==> src/rtl/tx_rrc_interp2.sv <==
// tx_rrc_interp2: 16-tap polyphase RRC transmit filter with 2x interpolation.
// Two 8-tap phases share one multiplier; the coefficient bank is loaded serially.
module tx_rrc_interp2 #(
  parameter int unsigned DW    = 16,
  parameter int unsigned CW    = 16,
  parameter int unsigned SHIFT = 15
) (
  input  logic          clk_61p44MHz,
  input  logic          reset,
  input  logic          in_valid,
  input  logic [DW-1:0] x_in,
  input  logic          coeff_we,
  input  logic [CW-1:0] coeff,
  output logic          out_valid,
  output logic [DW-1:0] y_out,
  output logic          overrun,
  output logic          cfg_err
);

  localparam int unsigned NTAP = 16;
  localparam int unsigned NDLY = 8;
  localparam int unsigned PW   = DW + CW;
  localparam int unsigned AW   = PW + 4;
  localparam logic [AW-1:0]        RND  = AW'(1) << (SHIFT - 1);
  localparam logic signed [AW-1:0] YMAX = AW'((64'sd1 <<< (DW - 1)) - 64'sd1);
  localparam logic signed [AW-1:0] YMIN = ~YMAX;

  typedef enum logic [1:0] {
    S_IDLE = 2'd0,
    S_MAC0 = 2'd1,
    S_MAC1 = 2'd2
  } state_t;

  state_t               state_q, state_d;
  logic [2:0]           k_q, k_d;
  logic signed [AW-1:0] acc_q, acc_d;
  logic [DW-1:0]        x_q [NDLY];
  logic [DW-1:0]        x_d [NDLY];
  logic [CW-1:0]        h_q [NTAP];
  logic [CW-1:0]        h_d [NTAP];
  logic                 out_valid_q, out_valid_d;
  logic [DW-1:0]        y_out_q, y_out_d;
  logic                 overrun_q, overrun_d;
  logic                 cfg_err_q, cfg_err_d;

  logic                 last_tap_c;
  logic                 in_acc_c;
  logic                 cf_acc_c;
  logic [3:0]           h_idx_c;
  logic signed [PW-1:0] prod_c;
  logic signed [AW-1:0] sum_c;
  logic signed [AW-1:0] rnd_c;
  logic [DW-1:0]        y_sat_c;

  assign out_valid = out_valid_q;
  assign y_out     = y_out_q;
  assign overrun   = overrun_q;
  assign cfg_err   = cfg_err_q;

  // Shared MAC datapath: tap select, multiply, accumulate, round and saturate.
  always_comb begin
    last_tap_c = (k_q == 3'd7);
    in_acc_c   = in_valid && ((state_q == S_IDLE) || ((state_q == S_MAC1) && last_tap_c));
    cf_acc_c   = coeff_we && (state_q == S_IDLE);
    h_idx_c    = {k_q, (state_q == S_MAC1)};
    prod_c     = PW'($signed(h_q[h_idx_c])) * PW'($signed(x_q[k_q]));
    sum_c      = (k_q == 3'd0) ? AW'(prod_c) : (acc_q + AW'(prod_c));
    rnd_c      = (sum_c + $signed(RND)) >>> SHIFT;
    y_sat_c    = DW'(rnd_c);
    if (rnd_c > YMAX) begin
      y_sat_c = DW'(YMAX);
    end else if (rnd_c < YMIN) begin
      y_sat_c = DW'(YMIN);
    end
  end

  // Next state: FSM sequencing, delay line and bank shifts, output capture, sticky flags.
  always_comb begin
    state_d     = state_q;
    k_d         = k_q;
    acc_d       = acc_q;
    x_d         = x_q;
    h_d         = h_q;
    out_valid_d = 1'b0;
    y_out_d     = y_out_q;
    overrun_d   = overrun_q;
    cfg_err_d   = cfg_err_q;

    if (in_valid && !in_acc_c) overrun_d = 1'b1;
    if (coeff_we && !cf_acc_c) cfg_err_d = 1'b1;

    if (in_acc_c) begin
      for (int i = NDLY - 1; i > 0; i--) x_d[i] = x_q[i-1];
      x_d[0] = x_in;
    end

    if (cf_acc_c) begin
      for (int i = NTAP - 1; i > 0; i--) h_d[i] = h_q[i-1];
      h_d[0] = coeff;
    end

    case (state_q)
      S_IDLE: begin
        if (in_valid) begin
          state_d = S_MAC0;
          k_d     = 3'd0;
        end
      end
      S_MAC0, S_MAC1: begin
        acc_d = sum_c;
        k_d   = k_q + 3'd1;
        if (last_tap_c) begin
          out_valid_d = 1'b1;
          y_out_d     = y_sat_c;
          k_d         = 3'd0;
          if (state_q == S_MAC0) begin
            state_d = S_MAC1;
          end else if (in_valid) begin
            state_d = S_MAC0;
          end else begin
            state_d = S_IDLE;
          end
        end
      end
      default: begin
        state_d = S_IDLE;
        k_d     = 3'd0;
      end
    endcase
  end

  // State register with asynchronous active-high reset.
  always_ff @(posedge clk_61p44MHz or posedge reset) begin
    if (reset) begin
      state_q     <= S_IDLE;
      k_q         <= 3'd0;
      acc_q       <= '0;
      for (int i = 0; i < NDLY; i++) x_q[i] <= '0;
      for (int i = 0; i < NTAP; i++) h_q[i] <= '0;
      out_valid_q <= 1'b0;
      y_out_q     <= '0;
      overrun_q   <= 1'b0;
      cfg_err_q   <= 1'b0;
    end else begin
      state_q     <= state_d;
      k_q         <= k_d;
      acc_q       <= acc_d;
      x_q         <= x_d;
      h_q         <= h_d;
      out_valid_q <= out_valid_d;
      y_out_q     <= y_out_d;
      overrun_q   <= overrun_d;
      cfg_err_q   <= cfg_err_d;
    end
  end

endmodule

==> config.mk <==
export PLATFORM = sky130hd
export DESIGN_NAME = tx_rrc_interp2
export DESIGN_NICKNAME = d
export VERILOG_FILES = /design/src/rtl/tx_rrc_interp2.sv
export SDC_FILE = /design/constraint.sdc
export NUM_CORES = 2
export LEC_CHECK = 0
export ABC_AREA = 0
export CAP_MARGIN = 25
export CORE_MARGIN = 3
export CORE_UTILIZATION = 71
export CTS_CLUSTER_DIAMETER = 120
export DETAILED_ROUTE_END_ITERATION = 16
export DONT_BUFFER_PORTS = 1
export GPL_TIMING_DRIVEN = 0
export PLACE_DENSITY = 0.87
export SLEW_MARGIN = 20
export SYNTH_ARGS = -nofsm -noshare
export SYNTH_HDL_FRONTEND = slang
export SYNTH_SLANG_ARGS = --single-unit
==> constraint.sdc <==
create_clock -name clk_61p44MHz -period 21.9 [get_ports clk_61p44MHz]
set_input_delay 2.19 -clock clk_61p44MHz [delete_from_list [all_inputs] [get_ports clk_61p44MHz]]
set_output_delay 2.19 -clock clk_61p44MHz [all_outputs]
set_load 0.02 [all_outputs]
Word-level counts from Yosys, hierarchy flattened
Cells that the tools add are included.

Add/sub/neg operators: 3. $mul: 1. Magnitude comparators: 4. Equality and inequality tests: 5. Mux-type cells: 19. Bitwise operators: 2. Reductions and logical operators: 13.

Operators with widths (count): 16-bit two-way mux (6); 16-bit binary-select mux with 4-bit select (1); 16-bit binary-select mux with 3-bit select (1); 36-bit by 16-bit adder with 36-bit output, second input constant (1); 36-bit by 32-bit adder with 36-bit output (1); 36-bit two-way mux (1); 16-bit by 16-bit multiplier with 32-bit output (1); 21-bit by 16-bit > comparator with 1-bit output, second input constant (1); 21-bit by 16-bit < comparator with 1-bit output, second input constant (1); 2-bit two-way mux (3); 3-bit two-way mux (2); 3-bit case mux with 2 select lines (1); 5-bit greater-or-equal comparator, second input constant (1); 1-bit logical AND (5); 4-bit NOT with 5-bit output (1); 4-bit greater-or-equal comparator, second input constant (1); 2-bit != test, second input constant (2); 3-bit NOT with 4-bit output (1); 2-bit case mux with 2 select lines (1); 2-bit AND reduction (2); 3-bit by 1-bit adder with 3-bit output, second input constant (1); 3-bit equality test, second input constant (1); 3-bit logical NOT (1); 1-bit two-way mux (3); 6 further kinds (7).

Flip-flop bits (word level): 444. Word-level logic and storage cells: 78.

Logic depth before layout (Yosys ltp)
Depth after elaboration: 12. Mapped depth: 46.

Least setup slack after synthesis
OpenSTA, ideal clock, no wires.

Path kind: register to register. Start: register state_q[0]. End: register y_out_q[10] (netlist: y_out[10]). Arrival time: 11246 ps. Data required time: 21774 ps. Path slack: 10528 ps. Stages on the path, launching flop included: 41. Path buffers: 5. Period minus slack after synthesis: 11372 ps. Cell sequence: dfrtp_1 inv_1 ha_1 clkbuf_1 buf_1 mux4_2 mux4_2 clkbuf_1 and2_1 fa_1 inv_1 fa_1 inv_1 fa_1 fa_1 fa_1 inv_1 fa_1 [5 not listed] or2_1 buf_4 xor2_2 ha_1 a21oi_1 nand2_1 a221oi_2 o21ai_1 o41ai_1 xnor2_1 a32oi_1 nor4b_4 or4b_4 mux2i_1 nor4_1 a211oi_4 buf_6 a221o_1.

Cells in the longest elaborated chain, start to end: 12. Elaborated cells on any way between the ends: 16. Those cells by class: add/sub: 2; mul: 1; order compare: 2; eq/ne: 2; mux: 6; bitwise: 1; reduce/logical: 2.

RTL lines: start, declared (RTL line 34) `state_t state_q, state_d;`; start signal, assigned (RTL line 145) `state_q <= state_d;`; 2-bit equality test (RTL line 65, 102); 4-bit NOT with 5-bit output (implied by the code) (RTL line 66) `prod_c = PW'($signed(h_q[h_idx_c])) * PW'($signed(x_q[k_q]));`; 16-bit binary-select mux with 4-bit select (RTL line 66); 16-bit two-way mux (implied by the code) (2 in series) (RTL line 66); 16-bit by 16-bit multiplier with 32-bit output (RTL line 66); 36-bit by 32-bit adder with 36-bit output (RTL line 67) `sum_c = (k_q == 3'd0) ? AW'(prod_c) : (acc_q + AW'(prod_c));`; 36-bit two-way mux (RTL line 67); 36-bit by 16-bit adder with 36-bit output (RTL line 68) `rnd_c = (sum_c + $signed(RND)) >>> SHIFT;`; 21-bit by 16-bit < comparator with 1-bit output (RTL line 72) `end else if (rnd_c < YMIN) begin`; 16-bit two-way mux (RTL line 72); 16-bit two-way mux (RTL line 70) `if (rnd_c > YMAX) begin`; end signal, assigned (RTL line 151) `y_out_q <= y_out_d;`; end, declared (RTL line 42) `logic [DW-1:0] y_out_q, y_out_d;`.

Several ways; a longest one is shown, not always the timed one. The select of a mux whose other input is x is not followed. A chain may end at the register's enable or synchronous reset.

Final worst setup path
Start: register k_q[0]. End: register y_out_q[8] (netlist: y_out[8]).

Cells in the longest elaborated chain, start to end: 11. Elaborated cells on any way between the ends: 19. Those cells by class: add/sub: 2; mul: 1; order compare: 2; eq/ne: 1; mux: 9; bitwise: 2; reduce/logical: 2.

RTL lines: start, declared (RTL line 35) `logic [2:0] k_q, k_d;`; start signal, assigned (RTL line 146) `k_q <= k_d;`; 4-bit NOT with 5-bit output (implied by the code) or 3-bit NOT with 4-bit output (tied branches) (RTL line 66); 16-bit binary-select mux with 4-bit select or 16-bit binary-select mux with 3-bit select (tied branches) (RTL line 66); 16-bit two-way mux (implied by the code) (2 in series) (RTL line 66); 16-bit by 16-bit multiplier with 32-bit output (RTL line 66); 36-bit by 32-bit adder with 36-bit output (RTL line 67); 36-bit two-way mux (RTL line 67); 36-bit by 16-bit adder with 36-bit output (RTL line 68); 21-bit by 16-bit < comparator with 1-bit output (RTL line 72); 16-bit two-way mux (RTL line 72); 16-bit two-way mux (RTL line 70).

Several ways; a longest one is shown, not always the timed one. The select of a mux whose other input is x is not followed.

==> tab_implementation.tex <==
\begin{tabular}{lr}
\hline
Metric & Value \\
\hline
\multicolumn{2}{l}{\textbf{Clocking}} \\
\quad CTS H-tree lvls & 2 \\
\quad Clk sink count & 444 \\
\quad Count of cells resized by post-cts repair & 0 \\
\quad Largest buffer count on any clock path & 3 \\
\quad TritonCTS clock tree & yes \\
\quad CTS Root Cell & sky130\_fd\_sc\_hd\_\_clkbuf\_16 \\
\quad Clock slew seen by the registers of the worst setup and hold paths & 60 ps \\
\quad Insertion delay of the later-clocked pin in the worst-skew pair & 590 ps \\
\quad Hold-fix buffer count after cts & 0 \\
\quad Clock buffer count from CTS & 45 \\
\quad Setup fix buffers added after clock tree synthesis & 0 \\
\multicolumn{2}{l}{\textbf{Synthesis}} \\
\quad Part of the Yosys area used for sequential elements & 34.40\% \\
\quad Async SR Flop Fraction & 100.0\% \\
\quad Cell taking the most area after synthesis & sky130\_fd\_sc\_hd\_\_dfrtp\_1 \\
\quad Synth Flop Type & sky130\_fd\_sc\_hd\_\_dfrtp\_1 \\
\quad Synthesized netlist cell count & 2,716 \\
\quad Avg Cell Area, Syn & 11.89 um\^{}2 \\
\quad Count of distinct cell types in the synthesized netlist & 86 \\
\quad Syn. warnings & 0 \\
\quad Netlist area before placement & 0.03229 mm\^{}2 \\
\quad Synthesized flop and latch total & 444 \\
\quad Number of enable-type register cells in the synthesized netlist & 0 \\
\quad Mapped Nets & 3,141 \\
\quad Top cells by instance count after synthesis & sky130\_fd\_sc\_hd\_\_dfrtp\_1 (444), sky130\_fd\_sc\_hd\_\_mux2\_2 (411), sky130\_fd\_sc\_hd\_\_inv\_1 (316) \\
\quad Cell with the most instances after synthesis & sky130\_fd\_sc\_hd\_\_dfrtp\_1 \\
\quad Synth top area cells & sky130\_fd\_sc\_hd\_\_dfrtp\_1 (34\%), sky130\_fd\_sc\_hd\_\_fa\_1 (16\%), sky130\_fd\_sc\_hd\_\_mux2\_2 (14\%), sky130\_fd\_sc\_hd\_\_mux4\_2 (7.5\%), sky130\_fd\_sc\_hd\_\_ha\_1 (4.9\%) \\
\quad Share of the synthesized area in the top cell type & 34.40\% \\
\multicolumn{2}{l}{\textbf{Drt}} \\
\quad Via Count & 22,120 \\
\quad Detailed router's first-iteration violation count & 1,720 \\
\quad DRT antenna net count & 0 \\
\quad Routed wire per std cell & 25.44 um \\
\quad \# DRC & 0 \\
\quad Number of vias per cell after detailed routing & 6.503 \\
\quad Routed WL & 86.54 mm \\
\quad Detailed-router iteration count before antenna repair & 5 \\
\multicolumn{2}{l}{\textbf{Global route}} \\
\quad First-pass GRT wire length & 135.3 mm \\
\quad Combined global-route utilization of all metal layers & 37.00\% \\
\quad Number of global-route vias before repair & 24,070 \\
\quad Maximum number of pins on one net before global-route repair & 116 \\
\quad Antenna violations before repair & 2 \\
\quad Global route overflow & 0 \\
\multicolumn{2}{l}{\textbf{Floorplanning}} \\
\quad Boundary Pins & 55 \\
\quad Die height & 219.3 um \\
\quad Die width & 219.3 um \\
\quad Core Box Area & 0.04461 mm\^{}2 \\
\quad DIE AREA & 0.04808 mm\^{}2 \\
\quad Initial core utilization & 72.40\% \\
\quad Site Rows & 77 \\
\multicolumn{2}{l}{\textbf{Worst hold path}} \\
\quad Worst hold stages & 1 \\
\quad Min-delay src & x\_q[1] \\
\quad Worst Hold Endpoint & x\_q[1] \\
\quad Worst min-delay path category & register to register \\
\multicolumn{2}{l}{\textbf{Timing}} \\
\quad Max Freq & 0.07106 GHz \\
\quad Final number of setup-violating endpoints & 0 \\
\quad Total count of hold-check failures in the final report & 0 \\
\quad Worst slew margin relative to its limit & 27.55\% \\
\quad Setup repair after global routing missed its margin & no \\
\quad Setup clock skew after layout & 21.25 ps \\
\quad Final period utilization & 64.26\% \\
\quad Max-slew violation count & 0 \\
\quad Setup TNS after final layout & 0 ps \\
\quad Actual transition at the worst max-transition pin & 1087 ps \\
\quad Min cycle time layout & 14,070 ps \\
\multicolumn{2}{l}{\textbf{Setup path}} \\
\quad Kind of end point of the critical path & register \\
\quad End of the worst register-to-register path & y\_out[8] \\
\quad Required arrival time at the worst endpoint & 22,350 ps \\
\quad Critical Path Most Common Cell & sky130\_fd\_sc\_hd\_\_fa\_1 \\
\quad Arr. time, crit path & 14,520 ps \\
\quad Beginning of the worst register-to-register path & k\_q[0] \\
\quad Delay of the slowest cell on the worst path & 870 ps \\
\quad Depth of the worst register-to-register path & 43 \\
\quad Largest fanout of any net on the critical path & 10 \\
\quad Register-to-Register Setup Slack & 7830 ps \\
\quad Category of the worst setup path launch point & register \\
\quad Type of the worst setup path & register to register \\
\quad Worst-path cell with the longest stage delay & sky130\_fd\_sc\_hd\_\_clkbuf\_1 \\
\multicolumn{2}{l}{\textbf{Run}} \\
\quad \# Max-Cap Violations & 0 \\
\multicolumn{2}{l}{\textbf{Layout}} \\
\quad Area delta synth->final & 7.706\% \\
\quad Total of fill cells in the finished design & 2,530 \\
\quad Footprint of the flip-flops and latches & 0.01111 mm\^{}2 \\
\quad Total number of nets in the final design & 3,201 \\
\quad Fraction of layout instances using a drive strength above 1 & 23.53\% \\
\quad Area occupied by multi-input gates & 0.01941 mm\^{}2 \\
\multicolumn{2}{l}{\textbf{Placement}} \\
\quad DP Wirelength & 63.66 mm \\
\quad I/O Buffers & 0 \\
\quad Final weighted congestion of routability-driven global placement & 0.9586 \\
\multicolumn{2}{l}{\textbf{Run status}} \\
\quad Result of the run & finished, final reports clean \\
\hline
\end{tabular}
## kinds of logic (layout without fill, tap and decap cells)
kind of cell / after synthesis / in the layout / share of synthesized area, %
other: 0 / 1 / 0
multiplexers: 541 / 541 / 22.51
XOR/XNOR: 69 / 69 / 1.918
buffers and inverters: 451 / 544 / 5.498
AND/OR/NAND/NOR: 529 / 529 / 8.175
adder cells (fa/ha/maj): 389 / 389 / 21.18
AO/OA/AOI/OAI: 293 / 293 / 6.315
flip-flops: 444 / 444 / 34.40
## sequential cells by signal, indices dropped and copies added (netlist names)
name and cells:
acc_q 36, cfg_err 1, h_q 256, k_q 3, out_valid 1, overrun 1
state_q 2, x_q 128, y_out 16
## per-layer routing
| metal | routed length [um] | GRT usage [%] | part of all wire [%] | vias up |
|---|---|---|---|---|
| met5 | 0 | 0 | 0 | - |
| met4 | 5388 | 21.13 | 6.2 | 0 |
| met3 | 5734 | 6.092 | 6.6 | 322 |
| met2 | 43290 | 63.60 | 50 | 1048 |
| met1 | 32130 | 44.46 | 37 | 11350 |
| li1 | - | - | - | 9400 |
## layout make-up
cell class              instances  share of cell area, %
multi-input cells            1821                  55.80
plain buffers                 135                  1.701
well taps                     592                  2.129
clock inverters                15                 0.7230
diodes                          1               0.007194
repair buffers                 13                 0.5827
flip-flops and latches        444                  31.94
clock buffers                  65                  3.683
inverters                     316                  3.432
## critical path, delay by kind of cell, from the launching register on
kind	cells	cell delay, ps
compound gates	9	2740
xor+xnor	2	400
fa+ha+maj	8	3500
buf+inv	12	3890
flops	1	360
mux	3	790
simple gates	9	2210
## layout by cell type, fill, tap and decap left out, types with 45 or more instances in the layout
cell and count:
sky130_fd_sc_hd__nor2b_1 96, sky130_fd_sc_hd__fa_1 263, sky130_fd_sc_hd__inv_1 315, sky130_fd_sc_hd__clkbuf_1 115, sky130_fd_sc_hd__dfrtp_1 444, sky130_fd_sc_hd__mux2_2 411
sky130_fd_sc_hd__nor2_1 112, sky130_fd_sc_hd__nand2_1 159, sky130_fd_sc_hd__a21oi_1 100, sky130_fd_sc_hd__clkbuf_16 45, sky130_fd_sc_hd__mux4_2 107, sky130_fd_sc_hd__ha_1 126
## worst max path at each step
stage / from / to / slack (ps) / cells after the start
floorplan: reset / acc_q[0] / 7340 / 1
global placement: reset / h_q[248] / 3810 / 1
detailed placement: k_q[0] / y_out[9] / 8020 / 42
CTS: k_q[0] / y_out[9] / 7940 / 42
global route: k_q[0] / y_out[7] / 7290 / 43
finish: k_q[0] / y_out[8] / 7830 / 43
## through the flow
step | instance area, um^2 | hold WS [ps] | utilization, % | instances | worst slack, ps
final | 34780 | 510.2 | 77.98 | 3402 | 7828
after global routing | 34780 | 519.9 | 77.98 | 3402 | 7293
after CTS | 34710 | 509.9 | 77.82 | 3395 | 7940
after detailed placement | 33180 | 495.5 | 74.39 | 3315 | 8021
after global placement | 33040 | 481.1 | 74.06 | 3308 | 3805
after floorplan | 32290 | 474.1 | - | 2716 | 7338
Power is left out: the tool's default activity adds up to more than one toggle a clock period on the data nets, which glitch-free logic cannot reach.
